### src/rtl/axi4l_pkg.sv
// Shared AXI4-Lite definitions: response encodings, read-engine state
// encoding and default bus widths.
package axi4l_pkg;

  localparam int unsigned AXI_ADDR_WIDTH = 32;
  localparam int unsigned AXI_DATA_WIDTH = 32;
  localparam int unsigned REG_ADDR_WIDTH_DEFAULT = 8;

  typedef enum logic [1:0] {
    RESP_OKAY   = 2'b00,
    RESP_EXOKAY = 2'b01,
    RESP_SLVERR = 2'b10,
    RESP_DECERR = 2'b11
  } axi_resp_e;

  typedef enum logic [1:0] {
    ST_IDLE      = 2'd0,
    ST_REG_RD    = 2'd1,
    ST_WAIT_DATA = 2'd2,
    ST_RESP      = 2'd3
  } rd_state_e;

endpackage

### src/rtl/s_axi4l_read_channel.sv
// AXI4-Lite slave read engine: one outstanding read, word-addressed strobe to
// the register file, captured data returned on R with an OKAY response.
module s_axi4l_read_channel
  import axi4l_pkg::*;
#(
  parameter int unsigned ADDR_WIDTH     = AXI_ADDR_WIDTH,
  parameter int unsigned DATA_WIDTH     = AXI_DATA_WIDTH,
  parameter int unsigned REG_ADDR_WIDTH = REG_ADDR_WIDTH_DEFAULT
) (
  input  logic                      i_axi_clock,
  input  logic                      i_axi_aresetn,
  input  logic [ADDR_WIDTH-1:0]     i_axi_araddr,
  input  logic [3:0]                i_axi_arcache,
  input  logic [2:0]                i_axi_arprot,
  input  logic                      i_axi_araddr_valid,
  output logic                      o_axi_araddr_ready,
  output logic [DATA_WIDTH-1:0]     o_axi_rdata,
  output logic [1:0]                o_axi_rresp,
  output logic                      o_axi_rdata_valid,
  input  logic                      i_axi_rdata_ready,
  output logic [REG_ADDR_WIDTH-1:0] o_raddr,
  output logic                      o_raddr_valid,
  input  logic [DATA_WIDTH-1:0]     i_rdata
);

  rd_state_e                 state_r;
  rd_state_e                 state_next_s;
  logic                      ar_hs_s;
  logic                      arready_next_s;
  logic                      raddr_valid_next_s;
  logic                      rvalid_next_s;
  logic [REG_ADDR_WIDTH-1:0] raddr_next_s;
  logic [DATA_WIDTH-1:0]     rdata_next_s;
  logic                      unused_s;

  // Cache/protection attributes and the byte-lane/upper address bits carry no meaning here.
  assign unused_s = ^{i_axi_arcache, i_axi_arprot, i_axi_araddr};

  assign ar_hs_s = (state_r == ST_IDLE) && i_axi_araddr_valid && o_axi_araddr_ready;

  // State register.
  always_ff @(posedge i_axi_clock or negedge i_axi_aresetn) begin
    if (!i_axi_aresetn) begin
      state_r <= ST_IDLE;
    end else begin
      state_r <= state_next_s;
    end
  end

  // Next-state decode.
  always_comb begin
    state_next_s = state_r;
    case (state_r)
      ST_IDLE: begin
        if (ar_hs_s) begin
          state_next_s = ST_REG_RD;
        end else begin
          state_next_s = ST_IDLE;
        end
      end
      ST_REG_RD:    state_next_s = ST_WAIT_DATA;
      ST_WAIT_DATA: state_next_s = ST_RESP;
      ST_RESP: begin
        if (i_axi_rdata_ready) begin
          state_next_s = ST_IDLE;
        end else begin
          state_next_s = ST_RESP;
        end
      end
      default: state_next_s = ST_IDLE;
    endcase
  end

  // Output decode: every output is derived from the state being entered so it can be registered.
  always_comb begin
    arready_next_s     = 1'b0;
    raddr_valid_next_s = 1'b0;
    rvalid_next_s      = 1'b0;
    case (state_next_s)
      ST_IDLE:      arready_next_s     = 1'b1;
      ST_REG_RD:    raddr_valid_next_s = 1'b1;
      ST_WAIT_DATA: rvalid_next_s      = 1'b0;
      ST_RESP:      rvalid_next_s      = 1'b1;
      default:      arready_next_s     = 1'b0;
    endcase

    if (ar_hs_s) begin
      raddr_next_s = i_axi_araddr[REG_ADDR_WIDTH+1:2];
    end else begin
      raddr_next_s = o_raddr;
    end

    // Register file answers one cycle after the strobe; hold the word until the next read.
    if (state_r == ST_WAIT_DATA) begin
      rdata_next_s = i_rdata;
    end else begin
      rdata_next_s = o_axi_rdata;
    end
  end

  // Output registers.
  always_ff @(posedge i_axi_clock or negedge i_axi_aresetn) begin
    if (!i_axi_aresetn) begin
      o_axi_araddr_ready <= 1'b0;
      o_raddr_valid      <= 1'b0;
      o_axi_rdata_valid  <= 1'b0;
      o_raddr            <= {REG_ADDR_WIDTH{1'b0}};
      o_axi_rdata        <= {DATA_WIDTH{1'b0}};
      o_axi_rresp        <= RESP_OKAY;
    end else begin
      o_axi_araddr_ready <= arready_next_s;
      o_raddr_valid      <= raddr_valid_next_s;
      o_axi_rdata_valid  <= rvalid_next_s;
      o_raddr            <= raddr_next_s;
      o_axi_rdata        <= rdata_next_s;
      o_axi_rresp        <= RESP_OKAY;
    end
  end

endmodule

### config.mk
export PLATFORM = sky130hd
export DESIGN_NAME = s_axi4l_read_channel
export DESIGN_NICKNAME = d
export VERILOG_FILES = /design/src/rtl/axi4l_pkg.sv /design/src/rtl/s_axi4l_read_channel.sv
export SDC_FILE = /design/constraint.sdc
export NUM_CORES = 1
export LEC_CHECK = 0
export CAP_MARGIN = 20
export CORE_MARGIN = 1
export CORE_UTILIZATION = 38
export CTS_CLUSTER_DIAMETER = 120
export DETAILED_ROUTE_END_ITERATION = 10
export GPL_TIMING_DRIVEN = 0
export PLACE_DENSITY_LB_ADDON = 0.12
export SLEW_MARGIN = 20
export SYNTH_ARGS = -nofsm -noshare
export SYNTH_HDL_FRONTEND = slang
export SYNTH_SLANG_ARGS = --single-unit
### constraint.sdc
create_clock -name i_axi_clock -period 2.8 [get_ports i_axi_clock]
set_input_delay 0.42 -clock i_axi_clock [delete_from_list [all_inputs] [get_ports i_axi_clock]]
set_output_delay 0.42 -clock i_axi_clock [all_outputs]
set_load 0.1 [all_outputs]
==> results_dict.tcl <==
set metrics [dict create \
    fin_cells 250 \
    diodes 0 \
    ys_warn_count 0 \
    crit_buf_inv 1 \
    min_period_ps 2260 \
    syn_area_um2 1820 \
    totalWireLength_um 3730 \
    cts-resized-gates 0 \
    clock_sinks 45 \
    fin_skew_ps 4.01 \
    postLayoutCoreUtil_pct 64.6 \
    post-dp-hpwl_um 2780 \
    dp_cells 242 \
    finalSetupViolations 0 \
    cp_slowest_cell "clkdlybuf4s50_1" \
    drtAntennaViolNets 0 \
    overflow 0 \
    coreArea_um2 4470 \
    violations "DRC" \
    drive_above_1_share_pct 28.3 \
    avgViaCountPerCell 4.74 \
    clk_pin_slew_ps 80 \
    areaGrowthSynthToFinish_pct 58.7 \
    worstPathArrival_ps 1840 \
    clk_latency_ps 280 \
    remaining_drc_errors 6 \
    critPathLaunchType "flop" \
    grt_max_degree 26 \
    synth_cell_types 14 \
    ios 120 \
    min_period_over_period_pct 80.7 \
    yosysSeqAreaShare_pct 61.9 \
    timing.max_cap.violations 0 \
    final-hold-violation-count 0 \
    hold_path_class "primary input to asynchronous set/reset pin" \
    yosys.area.top_type "dfrtp_1" \
    worstPathRequired_ps 2380 \
    cts_tree "done" \
    cp-end-kind "primary output" \
    htree_levels 2 \
    fmax_ghz 0.442 \
    crit_fanout 4 \
    syn_avg_cell_area_um2 17.8 \
    synth_area_leaders "dfrtp_1 62%, mux2_4 25%, mux2_2 6.2%" \
    num_vias 1184 \
    max-slew-margin-rel_pct 33.7 \
    first_global_vias 1274 \
    cts.path.max_buffers 2 \
    routedWlPerCell_um 14.9 \
    slew_viol_final 0 \
    tightest_slew_ps 991 \
    netlist.area_leader.share_pct 61.9 \
    placed_area_um2 2770 \
    path_delay_family "buffers and inverters" \
    path_cells "clkdlybuf4s50_1" \
    finalSetupTns_ps 0 \
    grt_pass1_wl_um 6190 \
    critPathKind "flop to primary output" \
    die_area_um2 5070 \
    start_util_pct 40.7 \
    die_width_um 71.2 \
    syn_inst 102 \
    place.gp.congestion 0.724 \
    antenna_found_initial 0 \
    drtIter0Drc 48 \
    cts-root-buf "clkbuf_8" \
    die_h_um 71.2 \
    io_buffers 86 \
    grt_usage_pct 15.7 \
    rows 24 \
    cts_inserted_buffers 5 \
    final_nets 272 \
    filler_cell_count 323 \
    cts_hold_buf 0 \
    fin_area_um2 2890 \
    postCtsSetupRepairBufs 0 \
    dr.pass1.iters 9 \
    status "complete, but fails checks" \
    max_stage_delay_ps 1150 \
    ys_ff_latch 45 \
    rsz0062_at_grt "no" \
]
layout make-up:
type / count / area [um2] / share of cell area, %
timing repair buffer: 87 / 883 / 30.6
tap: 52 / 65.1 / 2.25
buffer: 7 / 67.6 / 2.34
clock buffer: 7 / 86.3 / 2.99
clock inverter: 1 / 30.0 / 1.04
multi-input combinational: 51 / 631 / 21.8
sequential: 45 / 1130 / 39.0
through the flow:
stage                     setup WS (ps)  hold slack [ps]
after floorplan                     876              124
after global placement              200              491
after detailed placement            863              425
after CTS                           532              110
after global routing                495              121
final                               540              101
state kept, by name (all words and copies together), names as in the netlist:
signal,cells
o_axi_araddr_ready,1
o_axi_rdata,32
o_axi_rdata_valid,1
o_raddr,8
o_raddr_valid,1
state_r,2
cell usage in the layout, fill, tap and decap left out, types with 2 or more instances in the layout:
cell type | netlist | routed
nand2_1 | 2 | 2
mux2_4 | 30 | 30
mux2_2 | 10 | 10
clkdlybuf4s50_1 | 0 | 85
buf_6 | 4 | 4
clkbuf_8 | 0 | 6
buf_4 | 3 | 3
conb_1 | 1 | 2
dfrtp_1 | 45 | 45
synthesized netlist by cell type, drive strengths merged:
| cell | n |
|---|---|
| a211o | 1 |
| a21boi | 1 |
| buf | 7 |
| conb | 1 |
| dfrtp | 45 |
| mux2 | 40 |
| nand2 | 2 |
| nand2b | 1 |
| nand3 | 1 |
| nor4bb | 1 |
| o21a | 1 |
| o21bai | 1 |
path summary, 6_finish.rpt:
check                           slack [ps]                     endpoint  cells after the start                         start
min in group i_axi_clock               510  o_axi_rdata[21]$_DFFE_PN0N_                      1   o_axi_rdata[21]$_DFFE_PN0N_
worst max-delay path                   540           o_axi_araddr_ready                      1  o_axi_araddr_ready$_DFF_PN0_
worst min register to register         510  o_axi_rdata[21]$_DFFE_PN0N_                      1   o_axi_rdata[21]$_DFFE_PN0N_
worst max register to register        1400       o_raddr[4]$_DFFE_PN0P_                      3          state_r[0]$_DFF_PN0_
worst min-delay path                   100  o_axi_rdata[23]$_DFFE_PN0N_                      1                 i_axi_aresetn
max in group asynchronous             2200  o_axi_rdata[18]$_DFFE_PN0N_                      2                 i_axi_aresetn
per-layer routing:
metal	wire length, um	vias up	part of all wire [%]	global-route usage (%)
met5	0	-	0	0
met4	14	0	0.38	3.33
met3	246	2	6.6	5.06
met2	1840	51	49	25.6
met1	1630	590	44	20.7
li1	-	541	-	-
logic make-up after synthesis:
family,Yosys count,synth area share (%)
buf+inv,7,3.71
simple gates,5,1.58
compound gates,4,1.72
other cells,1,0.206
mux,40,30.9
flops,45,61.9
Power is left out: the tool's default activity adds up to more than one toggle a clock period on the data nets, which glitch-free logic cannot reach.
